==> config.mk <==
export PLATFORM = sky130hd
export DESIGN_NAME = button_conditioner
export DESIGN_NICKNAME = d
export VERILOG_FILES = /design/src/rtl/button_conditioner.sv
export SDC_FILE = /design/constraint.sdc
export NUM_CORES = 1
export LEC_CHECK = 0
export CAP_MARGIN = 20
export CORE_ASPECT_RATIO = 1.25
export CORE_UTILIZATION = 45
export CTS_CLUSTER_SIZE = 10
export DETAILED_ROUTE_END_ITERATION = 7
export GPL_ROUTABILITY_DRIVEN = 0
export GPL_TIMING_DRIVEN = 0
export PLACE_DENSITY = 0.73
export REMOVE_ABC_BUFFERS = 1
export SETUP_SLACK_MARGIN = 0.02
export SLEW_MARGIN = 20
export SYNTH_ARGS = -nofsm -noshare
export SYNTH_HDL_FRONTEND = slang
export SYNTH_SLANG_ARGS = --single-unit
==> constraint.sdc <==
create_clock -name clk -period 5.2 [get_ports clk]
set_input_delay 0.52 -clock clk [delete_from_list [all_inputs] [get_ports clk]]
set_output_delay 0.52 -clock clk [all_outputs]
set_load 0.005 [all_outputs]
==> src/rtl/button_conditioner.sv <==
// Multi-channel button/switch conditioner: N-flop synchronizer, tick-sampled
// symmetric debouncer and registered single-cycle rise/fall pulses.
module button_conditioner #(
    parameter int unsigned WIDTH          = 1,
    parameter int unsigned SYNC_STAGES    = 2,
    parameter int unsigned SAMPLE_CNT_MAX = 62500,
    parameter int unsigned PULSE_CNT_MAX  = 200
) (
    input  logic             clk,
    input  logic             rst_n,
    input  logic [WIDTH-1:0] async_in,
    output logic [WIDTH-1:0] sync_out,
    output logic [WIDTH-1:0] debounced,
    output logic [WIDTH-1:0] rise_pulse,
    output logic [WIDTH-1:0] fall_pulse
);

    localparam int unsigned SAMP_W = (SAMPLE_CNT_MAX > 1) ? $clog2(SAMPLE_CNT_MAX) : 1;
    localparam int unsigned DB_W   = $clog2(PULSE_CNT_MAX + 1);
    localparam logic [SAMP_W-1:0] SAMP_LAST = SAMP_W'(SAMPLE_CNT_MAX - 1);
    localparam logic [DB_W-1:0]   DB_LAST   = DB_W'(PULSE_CNT_MAX - 1);

    logic [SYNC_STAGES-1:0][WIDTH-1:0] sync_q;
    logic [SAMP_W-1:0]                 samp_cnt;
    logic                              tick_c;
    logic [WIDTH-1:0][DB_W-1:0]        cnt_q;
    logic [WIDTH-1:0][DB_W-1:0]        cnt_d;
    logic [WIDTH-1:0]                  deb_d;
    logic [WIDTH-1:0]                  rise_d;
    logic [WIDTH-1:0]                  fall_d;

    // Plain shift chain; stage 0 takes the raw pin.
    always_ff @(posedge clk or negedge rst_n) begin
        if (!rst_n) begin
            sync_q <= '0;
        end else begin
            sync_q <= {sync_q[SYNC_STAGES-2:0], async_in};
        end
    end

    assign sync_out = sync_q[SYNC_STAGES-1];

    // Shared sample-tick generator.
    assign tick_c = (samp_cnt == SAMP_LAST);

    always_ff @(posedge clk or negedge rst_n) begin
        if (!rst_n) begin
            samp_cnt <= '0;
        end else if (tick_c) begin
            samp_cnt <= '0;
        end else begin
            samp_cnt <= samp_cnt + SAMP_W'(1);
        end
    end

    // Per-channel debounce next-state; a flip also raises the matching edge pulse.
    always_comb begin
        cnt_d  = cnt_q;
        deb_d  = debounced;
        rise_d = '0;
        fall_d = '0;
        for (int i = 0; i < int'(WIDTH); i++) begin
            if (tick_c) begin
                if (sync_out[i] == debounced[i]) begin
                    cnt_d[i] = '0;
                end else if (cnt_q[i] == DB_LAST) begin
                    cnt_d[i]  = '0;
                    deb_d[i]  = ~debounced[i];
                    rise_d[i] = ~debounced[i];
                    fall_d[i] = debounced[i];
                end else begin
                    cnt_d[i] = cnt_q[i] + DB_W'(1);
                end
            end
        end
    end

    always_ff @(posedge clk or negedge rst_n) begin
        if (!rst_n) begin
            cnt_q      <= '0;
            debounced  <= '0;
            rise_pulse <= '0;
            fall_pulse <= '0;
        end else begin
            cnt_q      <= cnt_d;
            debounced  <= deb_d;
            rise_pulse <= rise_d;
            fall_pulse <= fall_d;
        end
    end

endmodule

==> summary.txt, run 1 <==
Pwr
  • Combinational share of power: 0.021
  • Internal Power: between 200 and 300 uW
  • Max VDD drop: between 0.1 and 0.15 mV
  • Switching share of power: 0.214
  • Total power: between 300 and 400 uW
  • PD cells: 246 nW/um^2
  • Leakage power: 0.674 nW
  • Clock share of power: 0.369
  • Psw: around 80 uW
  • Flop pwr share: 0.610

Floorplan
  • Die height: 63.6 um
  • # IOs: 7
  • Die area: about 3300 um^2
  • Number of cell rows: 21
  • Core region area: 2790 um^2
  • Initial Util: 0.490
  • Die Wd: 51.2 um

Clocking
  • Clk slew on worst S/H paths: 90 ps
  • Postcts setup bufs: 0
  • Clk_lat worst skew: 320 ps
  • Clock root buffer: clkbuf_4
  • # hold bufs at CTS: 0
  • Post-CTS Resized: 0
  • Buffer levels on the longest clock path: 2
  • Sink Count: 29
  • CTS tree: done
  • CTS Buf Count: 5
  • H-tree depth: 2

Yosys
  • Register area share after synthesis: 0.532
  • Syn_area_per_cell: 10.9 um^2
  • Seq cells post-synth: 29
  • Post-Syn Instances: approximately 130
  • Syn. warnings: 0
  • Main flop type after synthesis: dfrtp_1
  • Post-synth EDFFs: 0
  • Cell Area, Synth: 1360 um^2
  • Async set-reset flop share out of synthesis: 1.00
  • Count of different cell masters after synthesis: 34

Global routing
  • Largest net degree at the start of global routing: 30
  • Gr usage total: 0.172
  • Vias in the first global route: about 980
  • Initial antenna violation count: 0
  • Global route overflow: 0
  • First-pass GRT wire length: approximately 4.1 mm

Layout
  • Leading cell type in the layout, fill and taps excluded: dfrtp_1
  • Most frequent cells in the layout: dfrtp_1 (29), nor2_1 (10), nand2_1 (9), nand3_1 (9), and3_1 (7)
  • Filler Cell Count: 265
  • Area grow syn2layout: 10.8%
  • Layout Nets: 142
  • Layout cells sized above 1: 0.102
  • Finished Core Util: 0.543
  • Non-Filler Instances: 171
  • Design area: 1510 um^2
  • N_diodes: 0

Setup path
  • CP max stage delay: between 500 and 600 ps
  • Critical path class: reg2reg
  • Crit path cell chain: ha_1, and4bb_2, and4b_1, nand3_1, mux2_1
  • Critical path depth: 5
  • Critical path endpoint category: register
  • Startpoint class of the critical path: register
  • Worst Reg-to-Reg Cells: 5
  • Data required, critical path: roughly 5400 ps
  • Crit Path Max Fanout: 13
  • WP data arrival: 2440 ps
  • Crit-path leading delay family: simple AND/OR/NAND/NOR gates
  • Buf+Inv Stages, Crit Path: 0
  • Critical-path top delay cell: and4b_1

STA
  • Hold Fails Final Rpt: 0
  • Count of final setup violators: 0
  • RSZ-0062 raised after global routing: false
  • Post-route setup slack: 2960 ps
  • Max_slew headroom: 0.587
  • Slew Limit Fails: 0
  • Slew @ Worst Pin: 619 ps
  • Setup TNS: 0 ps
  • Worst Hold Margin: 204 ps
  • Minimum clock period: 2240 ps
  • Max Freq: 0.446 GHz
  • Worst Skew: ~10 ps
  • Period utilisation layout: 0.431

Job
  • Total of max-cap violations: 0

Detailed routing
  • Routed wire length: 2.39 mm
  • Wire length per cell: approximately 14 um
  • Drc violations: 0
  • Iteration-0 DRC count of the detailed router: 13
  • First-pass iteration count of the detailed router: 4
  • ANT nets after route: 0
  • Via/cell ratio: 5.71
  • Vias: 976

Placed design
  • Pre-CTS setup slack: between 2000 and 3000 ps
  • Post-placement cell count: ~160
  • Input/output buffers: 6
  • DP Wirelength: 1.65 mm
  • Dpl cell area: 1460 um^2

Worst hold path
  • Worst Hold Class: in2async

Status
  • Status: finished clean
## metal layers
layer	part of all wire	track usage	wire length [um]	vias up
met1	0.43	0.177	1030	471
met5	0	0	0	-
li1	-	-	-	480
met4	0.014	0.0507	34	0
met3	0.037	0.0725	88	7
met2	0.52	0.308	1240	18
## cell type report
class,instances,area (um^2),share of cell area
Timing Repair Buffer,6,55.1,0.0364
Multi-Input combinational cell,94,629,0.416
Tap cell,34,42.5,0.0281
Sequential cell,29,726,0.480
Inverter,1,3.75,0.00248
Clock buffer,7,55.1,0.0364
## registers in the layout, summed over array words and instances, names as in the netlist
signal	flops
cnt_q	8
debounced	1
fall_pulse	1
rise_pulse	1
samp_cnt	16
sync_out	1
sync_q	1
## kinds of logic after synthesis
kind of cell / synth area share
buffers and inverters: 0.00642
AO/OA/AOI/OAI: 0.0798
adder cells (fa/ha/maj): 0.0183
XOR/XNOR: 0.0706
multiplexers: 0.0165
flip-flops: 0.532
AND/OR/NAND/NOR: 0.276
## power by group through the flow
stage	Clock [mW]	Combinational (mW)	Sequential, mW
final	0.137	0.00789	0.227
after global routing	0.154	0.00936	0.227
after CTS	0.144	0.00827	0.227
after detailed placement	0	0.00833	0.231
after global placement	0	0.00856	0.231
after floorplan	0	0.00161	0.231
## synth_stat cells (all sizes together), types with 2 or more instances
| cell type | n | share of area |
|---|---|---|
| nor2 | 10 | 0.028 |
| nand3 | 11 | 0.059 |
| nand4 | 3 | 0.014 |
| and3 | 7 | 0.032 |
| mux2 | 2 | 0.017 |
| nor4 | 3 | 0.014 |
| xnor2 | 6 | 0.039 |
| o21ai | 8 | 0.029 |
| a21oi | 3 | 0.011 |
| nor2b | 3 | 0.014 |
| nor3b | 2 | 0.011 |
| nor3 | 3 | 0.011 |
| or3 | 2 | 0.010 |
| xor2 | 5 | 0.032 |
| dfrtp | 29 | 0.53 |
| ha | 2 | 0.018 |
| nand4b | 2 | 0.013 |
| a22o | 3 | 0.019 |
| nand2 | 9 | 0.025 |
| nor4b | 2 | 0.013 |
## final timing paths
path,to,from,slack (ps)
worst max-delay path,debounced$_DFFE_PN0P_,samp_cnt[0]$_DFF_PN0_,2960
worst min-delay path,samp_cnt[2]$_DFF_PN0_,rst_n,200
worst max register to register,debounced$_DFFE_PN0P_,samp_cnt[0]$_DFF_PN0_,2960
worst min register to register,sync_out$_DFF_PN0_,sync_q[0]$_DFF_PN0_,370
max in group asynchronous,debounced$_DFFE_PN0P_,rst_n,4580
min in group clk,sync_out$_DFF_PN0_,sync_q[0]$_DFF_PN0_,370
## worst register-to-register path: cells and delay by family, from the launching register on
| family | cells | cell delay (ps) |
|---|---|---|
| simple gates | 3 | 1030 |
| fa+ha+maj | 1 | 310 |
| flops | 1 | 420 |
| mux | 1 | 370 |
Power figures use the tool's default switching activity.
==> inputs of run 2 (changes only) <==
==> constraint.sdc (replaced) <==
create_clock -name clk -period 2.3 [get_ports clk]
set_input_delay 0.23 -clock clk [delete_from_list [all_inputs] [get_ports clk]]
set_output_delay 0.23 -clock clk [all_outputs]
set_load 0.005 [all_outputs]
==> run 2 against run 1 <==
Compared with the run above:
- wire length up 0.21%
- die area unchanged
- non-clock buffer count up 1
- clock power up 130%
- final area up 0.74%
- combinational power up 140%
- largest cell class unchanged
- via count down 0.41%
- hold slack better by 150 ps
==> summary.txt, run 2 (synthesized netlist as in run 1, its figures left out) <==
Setup path
  • Crit path cell chain: ha_1, and4bb_2, and4b_2, nand3_1, mux2_1
  • Worst Reg-to-Reg Cells: 5 (unchanged)
  • Worst flop-to-flop path endpoint: debounced$_DFFE_PN0P_
  • Worst setup endpoint: debounced$_DFFE_PN0P_
  • Startpoint class of the critical path: register
  • Critical path endpoint category: register
  • CP max stage delay: 420 ps (-100 ps)
  • WP data arrival: 2280 ps (-160 ps)
  • Crit Path Max Fanout: 13 (unchanged)
  • Flop-to-flop setup slack: 220 ps (-2740 ps)
  • Critical-path top delay cell: dfrtp_1
  • Critical path class: reg2reg
  • Worst setup startpoint: samp_cnt[0]$_DFF_PN0_
  • FF-to-FF Start: samp_cnt[0]$_DFF_PN0_
  • Data required, critical path: 2500 ps (-2890 ps)

Layout
  • Largest registers: samp_cnt (16), cnt_q (8)
  • Filler Cell Count: 263 (-0.75%)
  • Area occupied by multi-input gates: 631 um^2 (+0.20%)
  • N_diodes: 0 (unchanged)
  • Largest Register: samp_cnt
  • Leading cell type in the layout, fill and taps excluded: dfrtp_1
  • Area grow syn2layout: 11.7%
  • Layout cells sized above 1: 0.109 (+0.00651)
  • Sequential cell area: 726 um^2 (unchanged)
  • Layout Nets: 143 (+0.70%)
  • Largest register FFs: 16 (unchanged)
  • Most frequent cells in the layout: dfrtp_1 (29), nor2_1 (10), nand2_1 (9), nand3_1 (9), and3_1 (7)
  • Finished Core Util: 0.547 (+0.00404)

Detailed routing
  • Drc violations: 0 (unchanged)
  • Via/cell ratio: 5.65 (-0.99%)
  • First-pass iteration count of the detailed router: 4 (unchanged)
  • Wire length per cell: 13.9 um (-0.37%)
  • Iteration-0 DRC count of the detailed router: 16 (+3)
  • Vias: 972 (-0.41%)
  • Routed wire length: 2.40 mm (+0.21%)
  • ANT nets after route: 0 (unchanged)

Floorplan
  • Die Wd: 51.2 um (unchanged)
  • Die height: 63.6 um (unchanged)
  • Number of cell rows: 21 (unchanged)
  • Initial Util: 0.490 (unchanged)
  • Core region area: 2790 um^2 (unchanged)
  • Die area: 3260 um^2 (unchanged)
  • # IOs: 7 (unchanged)

STA
  • Period utilisation layout: 0.905 (+0.474)
  • Setup TNS: 0 ps (unchanged)
  • Worst Skew: 10.9 ps (+0.461 ps)
  • Hold Fails Final Rpt: 0 (unchanged)
  • Max Freq: 0.480 GHz (+7.7%)
  • RSZ-0062 raised after global routing: false
  • Count of final setup violators: 0 (unchanged)
  • Max_slew headroom: 0.587 (-0.000767)
  • Minimum clock period: 2080 ps (-160 ps)
  • Slew @ Worst Pin: 620 ps (+1.15 ps)
  • Slew Limit Fails: 0 (unchanged)

Clocking
  • Clock root buffer: clkbuf_4
  • H-tree depth: 2 (unchanged)
  • Sink Count: 29 (unchanged)
  • Clk slew on worst S/H paths: 90 ps (about the same)
  • CTS Buf Count: 5 (unchanged)
  • CTS tree: done
  • Postcts setup bufs: 0 (unchanged)
  • Clk_lat worst skew: 320 ps (about the same)
  • Buffer levels on the longest clock path: 2 (unchanged)

Pwr
  • Leakage power: 0.678 nW (+0.52%)
  • Max VDD drop: 0.324 mV (+130%)
  • PD cells: 553 nW/um^2 (+120%)

Global routing
  • Largest net degree at the start of global routing: 30 (unchanged)
  • First-pass GRT wire length: 4.12 mm (+0.68%)
  • Gr usage total: 0.173 (+0.000989)
  • Initial antenna violation count: 0 (unchanged)
  • Global route overflow: 0 (unchanged)
  • Vias in the first global route: 994 (+1.2%)

Status
  • Status: finished clean

Worst hold path
  • Worst Hold Class: in2reg

Placed design
  • Input/output buffers: 6 (unchanged)
  • DP Wirelength: 1.65 mm (unchanged)

Job
  • Total of max-cap violations: 0 (unchanged)
run 2: stage by stage:
step	instances	area (um^2)	hold WS, ps	worst slack [ps]	power (mW)
2_1_floorplan	124	1360	-65.6	395	0.526
3_3_place_gp	164	1460	343	93.6	0.542
3_5_place_dp	164	1460	286	26.7	0.542
4_1_cts	172	1520	343	20.8	0.859
5_1_grt	172	1520	337	94.1	0.884
6_report	172	1520	355	218	0.842
run 2: layout make-up:
class / count / share of cell area
Clock buffer: 7 / 0.0362
Inverter: 1 / 0.00247
Timing Repair Buffer: 7 / 0.0427
Multi-Input combinational cell: 94 / 0.414
Tap cell: 34 / 0.0279
Sequential cell: 29 / 0.477
run 2: worst min-delay path by stage:
stage / from / slack [ps] / cells past startpoint / to
2_1_floorplan: rst_n / -70 / 0 / cnt_q[0]$_DFFE_PN0N_
3_3_place_gp: sync_q[0]$_DFF_PN0_ / 340 / 0 / sync_out$_DFF_PN0_
3_5_place_dp: rst_n / 290 / 1 / samp_cnt[3]$_DFF_PN0_
4_1_cts: async_in / 340 / 1 / sync_q[0]$_DFF_PN0_
5_1_grt: async_in / 340 / 1 / sync_q[0]$_DFF_PN0_
6_report: async_in / 350 / 1 / sync_q[0]$_DFF_PN0_
run 2: critical path: cells and delay by family, from the launching register on:
family / cells / cell delay, ps
multiplexers: 1 / 360
AND/OR/NAND/NOR: 3 / 870
adder cells (fa/ha/maj): 1 / 310
flip-flops: 1 / 420
run 2: routing by layer:
layer / track usage / routed length [um] / up-vias
met5: 0 / 0 / -
met4: 0.0507 / 34 / 0
met3: 0.0725 / 93 / 6
met2: 0.311 / 1240 / 20
met1: 0.177 / 1030 / 464
li1: - / - / 482
run 2: what timing repair did:
item,in CTS,in global routing
setup endpoints to repair,0,1
hold buffers,1,0
resized for setup,0,1
endpoints found under the hold margin,29,0
run 2: power by group:
group	internal (mW)	switching (mW)
logic	0.00662	0.0125
clock network	0.144	0.166
registers	0.511	0.00137
total	0.662	0.180
==> inputs of run 3 (changes only) <==
--- a/config.mk
+++ b/config.mk
@@ -5,7 +5,7 @@
 export SDC_FILE = /design/constraint.sdc
 export NUM_CORES = 1
 export LEC_CHECK = 0
-export CAP_MARGIN = 20
+export CAP_MARGIN = 15
 export CORE_ASPECT_RATIO = 1.25
 export CORE_UTILIZATION = 45
 export CTS_CLUSTER_SIZE = 10
==> results of run 3 <==
Same layout as run 2: the final DEF is identical, and so are final timing and power.
